`config.mk`:
```
export PLATFORM = sky130hd
export DESIGN_NAME = sync_gray_pointer
export DESIGN_NICKNAME = d
export VERILOG_FILES = /design/src/rtl/sync_gray_pointer_pkg.sv /design/src/rtl/sync_stage_chain.sv /design/src/rtl/sync_gray_pointer.sv
export SDC_FILE = /design/constraint.sdc
export NUM_CORES = 1
export LEC_CHECK = 0
export ABC_AREA = 0
export CAP_MARGIN = 0
export CORE_ASPECT_RATIO = 1.25
export CORE_UTILIZATION = 24
export DETAILED_ROUTE_END_ITERATION = 8
export MAX_ROUTING_LAYER = met4
export PLACE_DENSITY = 0.53
export SYNTH_ARGS = -nofsm -noshare
export SYNTH_HDL_FRONTEND = slang
export SYNTH_SLANG_ARGS = --single-unit
```
`constraint.sdc`:
```
create_clock -name r_clk_i -period 9 [get_ports r_clk_i]
set_clock_uncertainty 0.1 [all_clocks]
set_input_delay 1.8 -clock r_clk_i [delete_from_list [all_inputs] [get_ports r_clk_i]]
set_output_delay 1.8 -clock r_clk_i [all_outputs]
set_load 0.03 [all_outputs]
```
`src/rtl/sync_gray_pointer_pkg.sv`:
```
// Shared FIFO pointer helpers: gray-to-binary decode, multi-bit change detect,
// and the minimum synchroniser depth.
package sync_gray_pointer_pkg;

  localparam int unsigned MIN_SYNC_STAGES = 2;

  // Helpers operate on a wide vector; callers zero-extend and truncate with casts.
  localparam int unsigned MAX_PTR_W = 64;

  // Leading zero bits leave the prefix-XOR unchanged, so any narrower width decodes correctly.
  function automatic logic [MAX_PTR_W-1:0] g2b(input logic [MAX_PTR_W-1:0] g);
    logic [MAX_PTR_W-1:0] b;
    b[MAX_PTR_W-1] = g[MAX_PTR_W-1];
    for (int i = MAX_PTR_W - 2; i >= 0; i--) begin
      b[i] = b[i+1] ^ g[i];
    end
    return b;
  endfunction

  function automatic logic multi_bit_change(input logic [MAX_PTR_W-1:0] v);
    int unsigned n;
    n = 0;
    for (int i = 0; i < MAX_PTR_W; i++) begin
      n += 32'(v[i]);
    end
    return (n > 1);
  endfunction

endpackage

```
`src/rtl/sync_stage_chain.sv`:
```
// Bare multi-flop synchroniser: no logic between stages, async active-low reset.
module sync_stage_chain #(
  parameter int unsigned WIDTH  = 1,
  parameter int unsigned STAGES = 2
) (
  input  logic             clk,
  input  logic             rst_n,
  input  logic [WIDTH-1:0] d,
  output logic [WIDTH-1:0] q
);

  // Keep these flops together and un-retimed so metastability settles inside the chain.
  (* ASYNC_REG = "TRUE", DONT_TOUCH = "TRUE", SHREG_EXTRACT = "NO" *)
  logic [WIDTH-1:0] stage_q [STAGES];

  always_ff @(posedge clk or negedge rst_n) begin
    if (!rst_n) begin
      for (int unsigned k = 0; k < STAGES; k++) begin
        stage_q[k] <= '0;
      end
    end else begin
      stage_q[0] <= d;
      for (int unsigned k = 1; k < STAGES; k++) begin
        stage_q[k] <= stage_q[k-1];
      end
    end
  end

  assign q = stage_q[STAGES-1];

endmodule

```
`src/rtl/sync_gray_pointer.sv`:
```
// Read-domain synchroniser for a gray-coded FIFO pointer with registered binary
// decode, change strobe, post-reset valid and sticky gray-rule error flag.
module sync_gray_pointer
  import sync_gray_pointer_pkg::*;
#(
  parameter int unsigned ADDR_SIZE = 8,
  parameter int unsigned STAGES    = 2
) (
  input  logic               r_clk_i,
  input  logic               r_rst_i,
  input  logic [ADDR_SIZE:0] gray_ptr_i,
  input  logic               err_clr_i,
  output logic [ADDR_SIZE:0] gray_ptr_o,
  output logic [ADDR_SIZE:0] bin_ptr_o,
  output logic               ptr_chg_o,
  output logic               valid_o,
  output logic               gray_err_o
);

  localparam int unsigned PTR_W = ADDR_SIZE + 1;
  localparam int unsigned CNT_W = $clog2(STAGES + 2);
  localparam logic [CNT_W-1:0] CNT_MAX   = CNT_W'(STAGES + 1);
  localparam logic [CNT_W-1:0] CNT_VALID = CNT_W'(STAGES);

  if (STAGES < MIN_SYNC_STAGES) begin : g_bad_stages
    $error("sync_gray_pointer: STAGES must be at least %0d", MIN_SYNC_STAGES);
  end
  if (ADDR_SIZE < 1 || PTR_W > MAX_PTR_W) begin : g_bad_addr
    $error("sync_gray_pointer: ADDR_SIZE out of range");
  end

  logic [PTR_W-1:0] gray_sync;
  logic [PTR_W-1:0] gray_q;
  logic [PTR_W-1:0] bin_q;
  logic [PTR_W-1:0] bin_d;
  logic [PTR_W-1:0] diff;
  logic             multi_bit;
  logic             chg_q;
  logic             valid_q;
  logic             err_q;
  logic [CNT_W-1:0] cnt_q;

  sync_stage_chain #(
    .WIDTH  (PTR_W),
    .STAGES (STAGES)
  ) u_chain (
    .clk   (r_clk_i),
    .rst_n (r_rst_i),
    .d     (gray_ptr_i),
    .q     (gray_sync)
  );

  always_comb begin
    diff      = gray_sync ^ gray_q;
    bin_d     = PTR_W'(g2b(MAX_PTR_W'(gray_sync)));
    multi_bit = multi_bit_change(MAX_PTR_W'(diff));
  end

  // valid is set on the edge the counter reaches STAGES+1, one edge after the
  // chain's last reset-zero has been overwritten and compared in gray_q.
  always_ff @(posedge r_clk_i or negedge r_rst_i) begin
    if (!r_rst_i) begin
      gray_q  <= '0;
      bin_q   <= '0;
      chg_q   <= 1'b0;
      valid_q <= 1'b0;
      err_q   <= 1'b0;
      cnt_q   <= '0;
    end else begin
      gray_q <= gray_sync;
      bin_q  <= bin_d;
      chg_q  <= valid_q && (diff != '0);
      if (cnt_q != CNT_MAX) begin
        cnt_q <= cnt_q + CNT_W'(1);
      end
      if (cnt_q == CNT_VALID) begin
        valid_q <= 1'b1;
      end
      // A new violation outranks a simultaneous clear.
      err_q <= (valid_q && multi_bit) || (err_q && !err_clr_i);
    end
  end

  assign gray_ptr_o = gray_sync;
  assign bin_ptr_o  = bin_q;
  assign ptr_chg_o  = chg_q;
  assign valid_o    = valid_q;
  assign gray_err_o = err_q;

endmodule

```
==> summary.md <==
| Metric | Value |
|---|---|
| Setup TNS | `0 ns` |
| Cells after Synth | `just over 100` |
| HPWL Detailed | `about 1700 um` |
| Clk root buf | `clkbuf_8` |
| WS Path Type | `register to register` |
| Drt via density | `approximately 3.5` |
| Post-synth cell types | `17` |
| Fin crit share | `0.4121` |
| Critical path arrival | `between 3 and 4 ns` |
| Syn Area/Cell | `between 15 and 20 um2` |
| Fin crit period | `about 3.7 ns` |
| Post-route cell area | `~2000 um2` |
| Slew headroom | `0.4448` |
| #FFs+latches synth | `40` |
| Worst R2R Start | `u_chain.q[0]$_DFF_PN0_` |
| Share of the synthesized area in the top cell type | `0.6421` |
| Gr ovfl total | `0` |
| DRC | `0` |
| DIE AREA | `roughly 7000 um2` |
| First-pass GRT wire length | `3836 um` |
| Leakage Power | `0.8828 nW` |
| CP Launch Type | `register` |
| Most frequent cells after synthesis | `40 x dfrtp_1, 11 x inv_1, 10 x buf_4, 10 x xnor2_1, 7 x xor2_1` |
| Vias in the first global route | `around 840` |
| Hold Buf Count CTS | `0` |
| DP Area | `around 1900 um2` |
| Worst Tran Pin Value | `between 0.8 and 0.9 ns` |
| RD Place Congestion | `~0.76` |
| Sequential share of the synthesized area | `0.6421` |
| Asr flop ratio synth | `1.000` |
| Hold_ws | `between 0.2 and 0.25 ns` |
| Top Ports | `33` |
| Remaining antenna violation count | `0` |
| Nets | `between 150 and 200` |
| Crit-path max FO | `4` |
| Initial antenna violation count | `0` |
| Synth Cell Area | `1559 um2` |
| HP Class | `register to register` |
| Hold Vio Cnt, Final | `0` |
| Worst EP required | `between 9 and 10 ns` |
| Layout area overhead | `28.41%` |
| Syn nets | `125` |
| Clock buffer depth | `2` |
| Die W | `between 70 and 80 um` |
| I/O Buffers | `32` |
| Core area | `6206 um2` |
| Clock Sink Count | `40` |
| Postcts setup bufs | `0` |
| CTS resizes | `0` |
| Rows | `32` |
| Clock slew at reported path FFs | `0.07 ns` |
| Largest net degree at the start of global routing | `41` |
| CTS tree | `done` |
| Total GRT Usage | `0.07961` |
| First-pass detailed-route iteration total | `2` |
| CTS buffer count | `5` |
| Initial core utilization | `0.2512` |
| Synth area leader | `dfrtp_1` |
| Final setup vio count | `0` |
| Synth top area cells | `dfrtp_1 64%, fa_1 6.4%, xnor2_1 5.6%` |
| Share of cells above drive strength 1 | `0.09091` |
| Synth Flop Type | `dfrtp_1` |
| Number of synthesized flops with an enable pin | `0` |
| # Max-Cap Violations | `0` |
| FMAX | `269.6 MHz` |
| Cell with the most instances after synthesis | `dfrtp_1` |
| Initial drt markers | `3` |
| RSZ-0062 raised after global routing | `no` |
| Yosys Warn Count | `0` |
| Pwr dens | `about 220 nW/um2` |
| Crit path from | `u_chain.q[0]$_DFF_PN0_` |
| CP Capture Type | `register` |
| Antenna cells | `0` |
| H-tree lvl count | `2` |
| Clk Latency, worst-skew pair | `0.28 ns` |
| VDD IR-drop max | `0.1365 mV` |
| WL per Instance | `about 10 um` |
| Outcome | `complete, no violations` |
| Die Y | `~92 um` |
| Hold Startpoint | `u_chain.stage_q[10]$_DFF_PN0_` |
| Via Count | `between 700 and 800` |
| Routed WL | `about 2300 um` |
| Fin. max-slew vios | `0` |
==> path summary, 6_finish.rpt <==
kind	cells past startpoint	to	slack (ns)
hold / removal	0	u_chain.q[1]$_DFF_PN0_	0.25
hold reg to reg	0	u_chain.q[1]$_DFF_PN0_	0.25
setup / recovery	13	gray_err_o$_DFF_PN0_	5.29
setup reg to reg	13	gray_err_o$_DFF_PN0_	5.29
min in group asynchronous	1	u_chain.stage_q[9]$_DFF_PN0_	1.52
max in group asynchronous	1	u_chain.q[4]$_DFF_PN0_	6.77
==> where the power goes <==
group          switching (mW)  total (mW)  internal, mW
registers             0.00770       0.205         0.197
clock network          0.0559       0.124        0.0682
logic                  0.0670       0.122        0.0548
==> cell usage in the layout, fill, tap and decap left out <==
cell	n
dfrtp_1	40
clkdlybuf4s50_1	31
inv_1	11
xnor2_1	10
xor2_1	7
clkbuf_8	7
fa_1	5
ha_1	5
o21ai_0	3
xnor3_2	2
nand2_1	2
a21oi_1	2
xnor2_2	1
nand4_1	1
o41a_1	1
and2_1	1
nor2_1	1
or2_2	1
buf_2	1
==> worst max-delay path, stage by stage, from the launching register on <==
cell     delay, ns
dfrtp_1       0.42
xnor2_1       0.22
inv_1         0.09
fa_1          0.54
inv_1         0.05
fa_1          0.45
fa_1          0.49
inv_1         0.05
fa_1          0.40
fa_1          0.40
nor2_1        0.11
a21oi_1       0.04
o21ai_0       0.13
o21ai_0       0.10
==> per-stage QoR <==
| stage | power [mW] | utilization | setup WS [ns] | cells |
|---|---|---|---|---|
| 6_report | 0.4504 | 0.3226 | 5.291 | 217 |
| 5_1_grt | 0.4781 | 0.3226 | 5.163 | 217 |
| 4_1_cts | 0.4589 | 0.3226 | 5.274 | 217 |
| 3_5_place_dp | 0.3317 | 0.3071 | 5.272 | 210 |
| 3_3_place_gp | 0.3257 | 0.3071 | 5.416 | 210 |
| 2_1_floorplan | 0.2871 | - | 5.464 | 103 |
==> cell families after synthesis <==
logic type,share of synthesized area
fa+ha+maj,0.1043
buf+inv,0.07464
simple gates,0.01927
flops,0.6421
xor+xnor,0.1364
compound gates,0.02327
==> sequential cells by signal, summed over array words and instances (netlist names) <==
| register | flops |
|---|---|
| u_chain.q | 9 |
| valid_o | 1 |
| gray_err_o | 1 |
| u_chain.stage_q | 9 |
| bin_ptr_o | 9 |
| ptr_chg_o | 1 |
| gray_q | 8 |
| cnt_q | 2 |
==> layer usage <==
layer  GRT usage  wire length, um  vias up
met5           -                0        -
met4     0.04808               66        0
met3     0.02527              124        7
met2      0.1250             1149       26
met1     0.08610              935      376
li1            -                -      360
==> cell type report <==
type                    count  area, um2
flip-flops and latches     40       1001
well taps                  85      106.4
repair buffers             32      315.3
multi-input cells          42      441.7
inverters                  11      41.29
clock buffers               7      96.34
fillers                   622       4204
Note: power is estimated with default switching activity, not from simulation.
